==> src/rtl/io_bus_arbiter.sv <==
// Two-requester io bus arbiter: one whole transaction per grant, m1 priority with
// bounded m0 starvation, slave ready handshake and timeout abort.
module io_bus_arbiter #(
   parameter int ADDR_W   = 32,
   parameter int DATA_W   = 32,
   parameter int HOLD_MAX = 4,
   parameter int TIMEOUT  = 15
) (
   input  logic              clk,
   input  logic              rst,
   input  logic              m0_req,
   input  logic              m0_we,
   input  logic [2:0]        m0_size,
   input  logic [ADDR_W-1:0] m0_addr,
   input  logic [DATA_W-1:0] m0_wdata,
   output logic [DATA_W-1:0] m0_rdata,
   output logic              m0_done,
   output logic              m0_err,
   input  logic              m1_req,
   input  logic              m1_we,
   input  logic [2:0]        m1_size,
   input  logic [ADDR_W-1:0] m1_addr,
   input  logic [DATA_W-1:0] m1_wdata,
   output logic [DATA_W-1:0] m1_rdata,
   output logic              m1_done,
   output logic              m1_err,
   output logic              s_read_en,
   output logic              s_write_en,
   output logic [2:0]        s_size,
   output logic [ADDR_W-1:0] s_address,
   output logic [DATA_W-1:0] s_write_value,
   input  logic [DATA_W-1:0] s_read_value,
   input  logic              s_ready
);

   typedef enum logic [1:0] {IDLE, BUSY, RESP} state_t;

   state_t      state, state_nxt;
   logic [3:0]  hold_cnt;
   logic [7:0]  tmo_cnt;
   logic        owner;
   logic        we_q;
   logic        grant_m0, grant_m1;
   logic        hold_full, tmo_hit, finish;

   // m0 has waited through HOLD_MAX m1 grants: m1 must yield this round
   assign hold_full = m0_req && (hold_cnt == 4'(HOLD_MAX));
   assign tmo_hit   = !s_ready && (tmo_cnt == 8'(TIMEOUT - 1));
   assign finish    = s_ready || tmo_hit;

   always_comb begin
      state_nxt = state;
      grant_m0  = 1'b0;
      grant_m1  = 1'b0;
      case (state)
         IDLE: begin
            if (m1_req && !hold_full) grant_m1 = 1'b1;
            else if (m0_req)          grant_m0 = 1'b1;
            if (grant_m0 || grant_m1) state_nxt = BUSY;
         end
         BUSY:    if (finish) state_nxt = RESP;
         RESP:    state_nxt = IDLE;
         default: state_nxt = IDLE;
      endcase
   end

   always_ff @(posedge clk or posedge rst) begin
      if (rst) state <= IDLE;
      else     state <= state_nxt;
   end

   always_ff @(posedge clk or posedge rst) begin
      if (rst) begin
         hold_cnt      <= '0;
         tmo_cnt       <= '0;
         owner         <= 1'b0;
         we_q          <= 1'b0;
         m0_rdata      <= '0;
         m0_done       <= 1'b0;
         m0_err        <= 1'b0;
         m1_rdata      <= '0;
         m1_done       <= 1'b0;
         m1_err        <= 1'b0;
         s_read_en     <= 1'b0;
         s_write_en    <= 1'b0;
         s_size        <= '0;
         s_address     <= '0;
         s_write_value <= '0;
      end else begin
         m0_done <= 1'b0;
         m0_err  <= 1'b0;
         m1_done <= 1'b0;
         m1_err  <= 1'b0;
         case (state)
            IDLE: begin
               tmo_cnt <= '0;
               if (!m0_req || grant_m0)
                  hold_cnt <= '0;
               else if (grant_m1 && hold_cnt != 4'(HOLD_MAX))
                  hold_cnt <= hold_cnt + 4'd1;
               if (grant_m1) begin
                  owner         <= 1'b1;
                  we_q          <= m1_we;
                  s_read_en     <= !m1_we;
                  s_write_en    <= m1_we;
                  s_size        <= m1_size;
                  s_address     <= m1_addr;
                  s_write_value <= m1_wdata;
               end else if (grant_m0) begin
                  owner         <= 1'b0;
                  we_q          <= m0_we;
                  s_read_en     <= !m0_we;
                  s_write_en    <= m0_we;
                  s_size        <= m0_size;
                  s_address     <= m0_addr;
                  s_write_value <= m0_wdata;
               end
            end
            BUSY: begin
               if (finish) begin
                  s_read_en  <= 1'b0;
                  s_write_en <= 1'b0;
                  // ready beats a simultaneous timeout; aborts always zero rdata
                  if (owner) begin
                     m1_done <= 1'b1;
                     m1_err  <= !s_ready;
                     if (!s_ready)  m1_rdata <= '0;
                     else if (!we_q) m1_rdata <= s_read_value;
                  end else begin
                     m0_done <= 1'b1;
                     m0_err  <= !s_ready;
                     if (!s_ready)  m0_rdata <= '0;
                     else if (!we_q) m0_rdata <= s_read_value;
                  end
               end else begin
                  tmo_cnt <= tmo_cnt + 8'd1;
               end
            end
            RESP:    tmo_cnt <= '0;
            default: tmo_cnt <= '0;
         endcase
      end
   end

endmodule

==> config.mk <==
export PLATFORM = sky130hd
export DESIGN_NAME = io_bus_arbiter
export DESIGN_NICKNAME = d
export VERILOG_FILES = /design/src/rtl/io_bus_arbiter.sv
export SDC_FILE = /design/constraint.sdc
export NUM_CORES = 1
export LEC_CHECK = 0
export BUFFER_PORTS_ARGS = -buffer_cell sky130_fd_sc_hd__buf_2
export CORE_MARGIN = 3
export CORE_UTILIZATION = 45
export CTS_CLUSTER_SIZE = 30
export DETAILED_ROUTE_END_ITERATION = 16
export GPL_TIMING_DRIVEN = 1
export PLACE_DENSITY = 0.83
export SLEW_MARGIN = 30
export SYNTH_ARGS = -nofsm -noshare
export SYNTH_HDL_FRONTEND = slang
export SYNTH_SLANG_ARGS = --single-unit
==> constraint.sdc <==
create_clock -name clk -period 9.1 [get_ports clk]
set_clock_uncertainty 0.05 [all_clocks]
set_input_delay 1.365 -clock clk [delete_from_list [all_inputs] [get_ports clk]]
set_output_delay 1.365 -clock clk [all_outputs]
set_load 0.005 [all_outputs]
### Yosys cells after proc, flatten, opt, wreduce, memory -nomap -nowiden

Index checks and enable logic that the tools add are counted.

* flip-flop bits (word level): 153
* input port bits: 173
* output and inout bits: 137

* add/subtract/negate cells: 2
* equality and inequality tests: 9
* mux-type cells: 43
* bitwise operators: 1
* reductions and logical operators: 22

Operator list (count)
* two-way mux 32 bit: 6
* two-way mux 1 bit: 26
* two-way mux 8 bit: 2
* adder 8 x 1 -> 8 bit, second input constant: 1
* equality test 8 x 4 -> 1 bit, second input constant: 1
* two-way mux 4 bit: 2
* != test 2 bit, second input constant: 4
* AND reduction 4 bit: 2
* two-way mux 3 bit: 2
* AND reduction 2 bit: 3
* nonzero test 2 bit: 3
* logical NOT 1 bit: 5
* adder 4 x 1 -> 4 bit, second input constant: 1
* equality test 4 x 3 -> 1 bit, second input constant: 1
* logical AND 1 bit: 4
* two-way mux 2 bit: 2
* != test 4 x 3 -> 1 bit, second input constant: 1
* case mux 1 bit (2 select lines): 2
* case mux 2 bit (2 select lines): 1
* logical OR 1 bit: 3
* != test 3 bit, second input constant: 1
* AND reduction 3 bit: 1
* equality test 2 x 1 -> 1 bit, second input constant: 1
* logical NOT 2 bit: 1
* inverter 1 bit: 1

### Longest topological paths before layout

Gate-level depths: netlist (run 1).

* depth after elaboration: 10
* mapped depth: 8

### Least setup slack after synthesis (run 1)

No wires, ideal clock.

* kind: input to register
* from: input port m0_req
* to: register s_write_value[5]
* arrival time: 2522 ps
* data required time: 8927 ps
* path slack: 6405 ps
* stages on the path: 6
* buffers on the path: 3
* path through: buf_2 > nor2_1 > clkbuf_1 > clkbuf_1 > o21bai_1 > o221a_2

* longest elaborated chain between the ends: 8

Ends and longest elaborated chain
* from (decl): RTL line 11 `input logic m0_req,`
* logical AND 1 bit: RTL line 47 `assign hold_full = m0_req && (hold_cnt == 4'(HOLD_MAX));`
* logical NOT 1 bit: RTL line 57 `if (m1_req && !hold_full) grant_m1 = 1'b1;`
* logical AND 1 bit: RTL line 57
* two-way mux 1 bit: RTL line 57
* two-way mux 1 bit (2 in a row): RTL line 55 `case (state)`
* nonzero test 2 bit (no source line)
* AND reduction 2 bit (no source line)
* to (signal assigned): RTL line 108 `s_write_value <= m1_wdata;`
* to (signal assigned): RTL line 116 `s_write_value <= m0_wdata;`
* to (decl): RTL line 31 `output logic [DATA_W-1:0] s_write_value,`

Parallel ways exist; a longest one is shown, timed or not. The select of a mux whose other input is x is not followed.
A chain may end at the register's enable or synchronous reset.

### Worst setup path after layout (run 1)

* from: input port s_ready
* to: register m1_rdata[25]

* longest elaborated chain between the ends: 4

Ends and longest elaborated chain
* from (decl): RTL line 33 `input logic s_ready`
* logical NOT 1 bit
* logical AND 1 bit: RTL line 48 `assign tmo_hit = !s_ready && (tmo_cnt == 8'(TIMEOUT - 1));`
* logical OR 1 bit: RTL line 49 `assign finish = s_ready || tmo_hit;`
* AND reduction 4 bit (no source line)
* to (signal assigned): RTL line 128 `else if (!we_q) m1_rdata <= s_read_value;`
* to (decl): RTL line 24 `output logic [DATA_W-1:0] m1_rdata,`

Parallel ways exist; a longest one is shown, timed or not.

==> results of run 1 <==
==> layer usage <==
metal / track usage / vias to the layer above
li1: - / 3381
met1: 0.329 / 3681
met2: 0.413 / 444
met3: 0.0677 / 50
met4: 0.112 / 2
met5: 0 / -
==> critical path: cells and delay by family <==
kind | cells | cell delay [ps]
buf+inv | 3 | 1190
simple gates | 3 | 600
==> how the worst max path moves through the flow <==
stage	startpoint	endpoint	slack [ps]	cells past startpoint
after floorplan	rst	hold_cnt[0]	3560	1
after global placement	s_ready	m0_rdata[5]	5530	5
after detailed placement	s_ready	m1_rdata[25]	5830	6
after CTS	s_ready	m1_rdata[25]	6270	6
after global routing	s_ready	m1_rdata[25]	6130	6
final	s_ready	m1_rdata[25]	6180	6
==> metrics by stage <==
| stage | hold slack, ps | total power (uW) | setup slack, ps | utilization | std cells |
|---|---|---|---|---|---|
| global route | 485 | 3610 | 6130 | 0.608 | 1219 |
| CTS | 474 | 3410 | 6270 | 0.608 | 1219 |
| finish | 470 | 3390 | 6180 | 0.608 | 1219 |
| detailed placement | 451 | 2610 | 5830 | 0.568 | 1187 |
| global placement | 439 | 2550 | 5530 | 0.568 | 1187 |
| floorplan | 448 | 2040 | 3560 | - | 737 |
==> sequential cells by signal (all words and copies together) (netlist names) <==
name	cells
m0_rdata	32
m1_rdata	32
s_address	32
s_write_value	32
tmo_cnt	8
hold_cnt	4
s_size	3
state	2
m0_done	1
m0_err	1
m1_done	1
m1_err	1
owner	1
s_read_en	1
s_write_en	1
we_q	1
==> cells by family (layout without fill, tap and decap cells) <==
| family | count (synthesis) | in the layout | synth area share |
|---|---|---|---|
| AOI/OAI and AO/OA | 258 | 258 | 0.284 |
| muxes | 6 | 6 | 0.00788 |
| DFF | 153 | 153 | 0.502 |
| adders and majority gates | 4 | 4 | 0.00656 |
| and+or+nand+nor | 219 | 219 | 0.146 |
| buffers and inverters | 97 | 363 | 0.0528 |
==> cell type report <==
type	count	area, um2	area share
repair buffers	323	1650	0.167
clock inverters	13	219	0.0222
clock buffers	19	433	0.0438
inverters	8	35.0	0.00355
well taps	216	270	0.0274
multi-input cells	487	3440	0.348
flip-flops and latches	153	3830	0.388
==> power breakdown <==
part	internal (uW)	switching (uW)
registers	971	204
clock network	491	294
logic	668	760
total	2130	1260
==> synth_stat cells (2+ instances only) <==
| cell type | count | share of area |
|---|---|---|
| and3b_1 | 2 | 0.0023 |
| buf_2 | 13 | 0.0085 |
| or3_1 | 2 | 0.0016 |
| buf_6 | 3 | 0.0044 |
| nor2_1 | 5 | 0.0025 |
| dfrtp_1 | 153 | 0.50 |
| inv_1 | 8 | 0.0039 |
| ha_1 | 4 | 0.0066 |
| nand4b_1 | 3 | 0.0034 |
| o22ai_1 | 2 | 0.0016 |
| nand2_1 | 45 | 0.022 |
| o21ai_0 | 40 | 0.026 |
| a211oi_1 | 2 | 0.0020 |
| a211o_1 | 2 | 0.0023 |
| a21oi_1 | 4 | 0.0026 |
| buf_1 | 4 | 0.0020 |
| o21bai_1 | 67 | 0.066 |
| nor2b_1 | 4 | 0.0033 |
| nand2b_1 | 7 | 0.0057 |
| nand3b_1 | 3 | 0.0030 |
| o311ai_1 | 35 | 0.040 |
| o221a_2 | 67 | 0.099 |
| nor3b_1 | 2 | 0.0020 |
| nor3_1 | 3 | 0.0020 |
| nor4b_1 | 3 | 0.0034 |
| and2_1 | 2 | 0.0016 |
| mux2i_1 | 6 | 0.0079 |
| o211a_1 | 2 | 0.0026 |
| clkbuf_1 | 69 | 0.034 |
| nand3_1 | 133 | 0.087 |
| o311ai_0 | 31 | 0.036 |
==> results.json, run 1 <==
{
  "crit_path_cell_trace": "buf_2 -> buf_4 -> nor2b_4 -> buf_4 -> nand3_1 -> nand3_1",
  "post_drt_via_cell_ratio": 6.20,
  "min_path_type": "reg -> reg",
  "postCtsSetupBuffers": 0,
  "ioPinCount": 310,
  "syn_area_per_cell_um2": 10.3,
  "clk_pin_slew_worst_paths_ps": 60,
  "fmax_ghz": 0.342,
  "cts.sinks": 153,
  "die_area_mm2": 0.0185,
  "cts_buffers": 17,
  "critical_path_class": "in -> reg",
  "antenna_found_initial": 2,
  "synth_seq_cells": 153,
  "core-area_mm2": 0.0162,
  "worstSkewPairLatency_ps": 410,
  "place_hpwl_um": 15900,
  "synthCells": 737,
  "rsz0062_at_grt": "no",
  "worstPathRequired_ps": 9400,
  "nets": 1167,
  "ys.flop_type": "dfrtp_1",
  "status": "finished, final reports clean",
  "grt_max_degree": 90,
  "worst-path-max-fanout": 72,
  "cts_root_buf": "clkbuf_16",
  "drcViolationCount": 0,
  "mostFrequentLayoutCell": "buf_2",
  "n_fill_cell": 1359,
  "vdd_drop_max_mv": 0.191,
  "max_cap_violations": 0,
  "ant_nets": 0,
  "drt_pass1_iterations": 7,
  "powerDensity_mw_per_mm2": 343,
  "regToRegSetupSlack_ps": 6550,
  "final_layout_size_suffix_gt1_frac": 0.429,
  "cpMaxStageDelayCell": "buf_4",
  "areaGrowthSynthToFinish_pct": 29.5,
  "drt_iter0_markers": 688,
  "min_period_ps": 2920,
  "globalRouteTotalUtil": 0.257,
  "cts_resized": 0,
  "wl_met1_um": 9570,
  "timing.rr.start": "tmo_cnt[0]",
  "finalHoldViolations": 0,
  "fin_tns_setup_ps": 0,
  "wl_per_cell_um": 20.1,
  "h-tree-depth": 4,
  "min_from": "m1_rdata[6]",
  "highest_layer": "met5",
  "async_flop_share": 1.00,
  "cts_max_path_buffers": 2,
  "port_buffers": 309,
  "dieHeight_um": 136,
  "vias": 7558,
  "hold_depth": 2,
  "seq_area_frac_synth": 0.502,
  "grt_pass1_wl_um": 38200,
  "routed_wl_um": 24500,
  "p_leak_uw": 0.00423,
  "postCtsHoldBufs": 0,
  "start_kind": "input port",
  "fin_crit_sh": 0.321,
  "syn_area_mm2": 0.00763,
  "synth_edf_count": 0,
  "antenna-diode-count": 0,
  "worst_pin_slew_ps": 827,
  "row_count": 46,
  "reg2regPathDepth": 6,
  "cp-end-kind": "flop",
  "synth_fp_nets": 914,
  "start_util": 0.470,
  "grt.overflow.total": 0,
  "max_stage_delay_ps": 560,
  "r2r-end": "m1_rdata[15]",
  "design_area_mm2": 0.00988,
  "dpl-instance-area_mm2": 0.00922,
  "die_w_um": 136,
  "gp_congestion": 0.877,
  "setup_viol": 0,
  "whs_endpoint": "m1_rdata[6]",
  "slew_viol_final": 0,
  "ys_types": 42,
  "grt_pass1_vias": 7271,
  "yosysWarningCount": 0,
  "worstPathArrival_ps": 3230,
  "final_cell_mix": "buf_2 (309), dfrtp_1 (153), nand3_1 (132), o21bai_1 (67), o221a_2 (67)",
  "maxSlewHeadroom": 0.449,
  "wl_met3_um": 2400,
  "wl_met2_um": 11800,
  "cts_tree": "built"
}
Note: power is estimated with default switching activity, not from simulation.
==> inputs of run 2 (changes only) <==
- clock period: 9.1 -> 2.8 ns (I/O delays scaled with it)
==> run 2 against run 1 <==
Non-clock buffer count is 4 higher. Cell count increased by 0.49%. Cell area is 0.68% higher. Clock power grew to 3.0 times the previous value. Flip-flop and latch count unchanged. Hold slack got worse by 420 ps. Sequential share of layout area decreased by 0.26 points. Clock-buffer cell count fell by 2. Critical path type is now reg -> reg. Largest cell class unchanged. Highest routed layer unchanged.
==> results.json, run 2 (synthesis results as in run 1) <==
{
  "cts_buffers": 17,
  "min_period_ps": 2420,
  "cts_root_buf": "clkbuf_16",
  "worst_pin_slew_ps": 716,
  "holdWs_ps": 53.6,
  "vdd_drop_max_mv": 0.657,
  "row_count": 46,
  "dieHeight_um": 136,
  "vias": 7594,
  "grt_pass1_vias": 7405,
  "fin_crit_sh": 0.864,
  "final_cell_mix": "buf_2 (309), dfrtp_1 (153), nand3_1 (132), o21bai_1 (67), o221a_2 (67)",
  "powerDensity_mw_per_mm2": 1100,
  "cts_resized": 0,
  "place_hpwl_um": 16500,
  "setup_viol": 0,
  "postCtsSetupBuffers": 0,
  "mostFrequentLayoutCell": "buf_2",
  "max_cap_violations": 0,
  "ant_nets": 0,
  "worstSkewPairLatency_ps": 430,
  "core-area_mm2": 0.0162,
  "start_util": 0.470,
  "wl_per_cell_um": 20.5,
  "min_path_type": "in -> async",
  "worstPathArrival_ps": 2650,
  "critical_path_class": "reg -> reg",
  "n_fill_cell": 1362,
  "cp-end-kind": "flop",
  "design_area_mm2": 0.00994,
  "areaGrowthSynthToFinish_pct": 30.4,
  "grt_pass1_wl_um": 38800,
  "worst-path-max-fanout": 61,
  "clk_pin_slew_worst_paths_ps": 70,
  "grt.overflow.total": 0,
  "p_leak_uw": 0.00425,
  "fin_tns_setup_ps": 0,
  "globalRouteTotalUtil": 0.264,
  "antenna_found_initial": 2,
  "slew_viol_final": 0,
  "multiInputGateArea_mm2": 0.00343,
  "final_layout_size_suffix_gt1_frac": 0.433,
  "postCtsHoldBufs": 0,
  "grt_max_degree": 69,
  "finalHoldViolations": 0,
  "drt_iter0_markers": 703,
  "dpl-instance-area_mm2": 0.00935,
  "post_drt_via_cell_ratio": 6.20,
  "maxSlewHeadroom": 0.522,
  "ioPinCount": 310,
  "cts_tree": "built",
  "drt_pass1_iterations": 5,
  "drcViolationCount": 0,
  "status": "finished, final reports clean",
  "fmax_ghz": 0.413,
  "h-tree-depth": 4,
  "cts.sinks": 153,
  "gp_congestion": 0.861,
  "die_w_um": 136,
  "rsz0062_at_grt": "no",
  "start_kind": "flop",
  "nets": 1171,
  "cts_max_path_buffers": 2,
  "worstPathRequired_ps": 3030,
  "timing.rr.start": "tmo_cnt[0]",
  "die_area_mm2": 0.0185,
  "register_area_mm2": 0.00383,
  "routed_wl_um": 25100,
  "port_buffers": 309,
  "crit_start": "tmo_cnt[0]"
}
[run 2: cell types whose count changed in the layout (fill, tap and decap cells not counted), moves of 3 or more]
cell	change
buf_4	-4
bufinv_16	-3
buf_12	+8
clkinvlp_4	+3
[run 2: final timing paths]
path	endpoint	cells after the start	slack, ps
min in group clk	m1_rdata[15]	3	200
setup / recovery	m1_rdata[8]	6	380
max in group asynchronous	tmo_cnt[6]	3	1970
hold reg to reg	m1_rdata[15]	2	470
setup reg to reg	m1_rdata[8]	6	380
hold / removal	s_address[25]	2	50
[run 2: report_power, final]
group	total, uW	leakage [uW]	internal, uW	switching (uW)
Clock	2350	0.000276	1330	1020
Combinational	4740	0.00235	2240	2500
Sequential	3840	0.00163	3150	681
[run 2: worst max-delay path: stages (launching register included)]
cell and delay (ps):
dfrtp_1 420, inv_1 100, ha_1 170, or4b_2 720
buf_12 260, o311ai_0 410, nand3_1 140
[run 2: per-layer routing]
metal	up-vias	GRT usage	part of all wire
met5	-	0	0.00028
met4	2	0.108	0.025
met3	47	0.0733	0.097
met2	442	0.439	0.51
met1	3715	0.323	0.37
li1	3388	-	-
[run 2: layout make-up]
class                           count  share of cell area
Clock inverter                     15              0.0166
Timing Repair Buffer              327               0.179
Inverter                            8             0.00340
Antenna cell                        2            0.000503
Multi-Input combinational cell    487               0.345
Clock buffer                       17              0.0428
Tap cell                          216              0.0272
Sequential cell                   153               0.385
[run 2: stage by stage]
step,total power (uW),worst slack [ps],cells,util
finish,10900,381,1225,0.613
global route,11600,301,1224,0.612
CTS,11000,426,1223,0.612
detailed placement,8560,438,1191,0.576
global placement,8380,579,1191,0.576
floorplan,6620,399,737,-
==> inputs of run 3 (changes only) <==
- CORE_ASPECT_RATIO: unset -> 0.6
==> run 3 against run 2 <==
Fmax shrank 4.7%. Non-clock buffer count is the same. Flip-flop and latch count is the same. Die area grew 0.27%. Critical path depth is the same. Hold slack lost 48 ps. Via count shrank 0.40%. Critical path type unchanged. Largest cell class unchanged. Highest routed layer is now met4.
==> results.json, run 3 (synthesis results as in run 1) <==
{
  "post_drt_via_cell_ratio": 6.13,
  "final_core_util": 0.606,
  "die_area_mm2": 0.0186,
  "fin_tns_setup_ps": 0,
  "setup_slack_ps": 263,
  "cpMaxStageDelayCell": "or4b_2",
  "ant_nets": 0,
  "antenna_found_initial": 0,
  "areaGrowthSynthToFinish_pct": 30.2,
  "start_util": 0.465,
  "path_buf_inv": 2,
  "core-area_mm2": 0.0164,
  "worstPathRequired_ps": 3030,
  "cp-end-kind": "flop",
  "finalHoldViolations": 0,
  "cts_root_buf": "clkbuf_16",
  "p_leak_uw": 0.00424,
  "crit_path_cell_trace": "inv_1 -> ha_1 -> or4b_2 -> buf_12 -> o311ai_0 -> nand3_1",
  "grt_pass1_vias": 7266,
  "powerDensity_mw_per_mm2": 1090,
  "clk_pin_slew_worst_paths_ps": 70,
  "cts_tree": "built",
  "antenna-diode-count": 0,
  "min_period_ps": 2540,
  "fin_cells": 1234,
  "cts.sinks": 153,
  "fin_crit_sh": 0.906,
  "postCtsSetupBuffers": 0,
  "drt_pass1_iterations": 6,
  "vias": 7564,
  "cts_buffers": 17,
  "rsz0062_at_grt": "no",
  "cts_resized": 0,
  "worst-path-max-fanout": 56,
  "gp_congestion": 0.873,
  "mostFrequentLayoutCell": "buf_2",
  "cts_max_path_buffers": 2,
  "routed_wl_um": 24600,
  "postCtsHoldBufs": 0,
  "drt_iter0_markers": 991,
  "row_count": 36,
  "holdWs_ps": 5.50,
  "globalRouteTotalUtil": 0.259,
  "grt_max_degree": 83,
  "n_fill_cell": 1400,
  "port_buffers": 309,
  "worstPathArrival_ps": 2770,
  "max_cap_violations": 0,
  "vdd_drop_max_mv": 0.519,
  "die_w_um": 174,
  "place_hpwl_um": 16400,
  "maxSlewHeadroom": 0.509,
  "worst_pin_slew_ps": 737,
  "post-place-ws_ps": 320,
  "grt.overflow.total": 0,
  "worstSkewPairLatency_ps": 420,
  "critical_path_class": "reg -> reg",
  "fmax_ghz": 0.394,
  "placedCellCount": 1203,
  "ioPinCount": 310,
  "final_cell_mix": "buf_2 (309), dfrtp_1 (153), nand3_1 (132), o21bai_1 (67), o221a_2 (67)",
  "max_stage_delay_ps": 790,
  "setup_viol": 0,
  "final_layout_size_suffix_gt1_frac": 0.431,
  "nets": 1171,
  "drcViolationCount": 0,
  "h-tree-depth": 4,
  "cp_top_family": "simple AND/OR/NAND/NOR gates",
  "wl_per_cell_um": 19.9,
  "status": "finished, final reports clean",
  "start_kind": "flop",
  "grt_pass1_wl_um": 38900,
  "slew_viol_final": 0,
  "min_path_type": "in -> async",
  "dieHeight_um": 107
}
[run 3: cell types whose count changed in the layout (fill, tap and decap cells not counted), sizes merged]
cell / delta
clkbuf: +3
clkinvlp: -2
clkinv: -2
diode: -2
[run 3: worst paths after layout]
| check | from | endpoint | slack, ps | cells after the start |
|---|---|---|---|---|
| hold / removal | rst | s_write_value[0] | 6 | 2 |
| setup reg to reg | tmo_cnt[0] | m0_rdata[1] | 260 | 6 |
| min in group clk | s_read_value[11] | m1_rdata[11] | 200 | 3 |
| max in group asynchronous | rst | s_address[12] | 1860 | 3 |
| setup / recovery | tmo_cnt[0] | m0_rdata[1] | 260 | 6 |
| hold reg to reg | m1_rdata[11] | m1_rdata[11] | 470 | 2 |
[run 3: per-layer routing]
layer  track usage  routed length [um]  part of all wire  vias to the layer above
met5             0                   0                 0                        -
met4        0.0774                 437             0.018                        0
met3        0.0630                2150             0.087                       50
met2         0.402               11600              0.47                      448
met1         0.362               10500              0.43                     3671
li1              -                   -                 -                     3395
[run 3: power breakdown]
| part | total, uW | internal, uW | leakage (uW) | switching (uW) |
|---|---|---|---|---|
| Combinational | 4710 | 2230 | 0.00234 | 2470 |
| Sequential | 3820 | 3160 | 0.00163 | 666 |
| Clock | 2340 | 1370 | 0.000281 | 968 |
[run 3: area by class of cell]
cell class,count,area (um2),area share
multi-input combinational,487,3430,0.346
tap,228,285,0.0287
clock inverter,11,135,0.0136
clock buffer,20,457,0.0460
sequential,153,3830,0.386
inverter,8,33.8,0.00340
timing repair buffer,327,1760,0.177
[run 3: metrics by stage]
step / power [uW] / cell area [um2]
2_1_floorplan: 6620 / 7630
3_3_place_gp: 8330 / 9340
3_5_place_dp: 8520 / 9340
4_1_cts: 10900 / 9930
5_1_grt: 11600 / 9930
6_report: 10900 / 9930
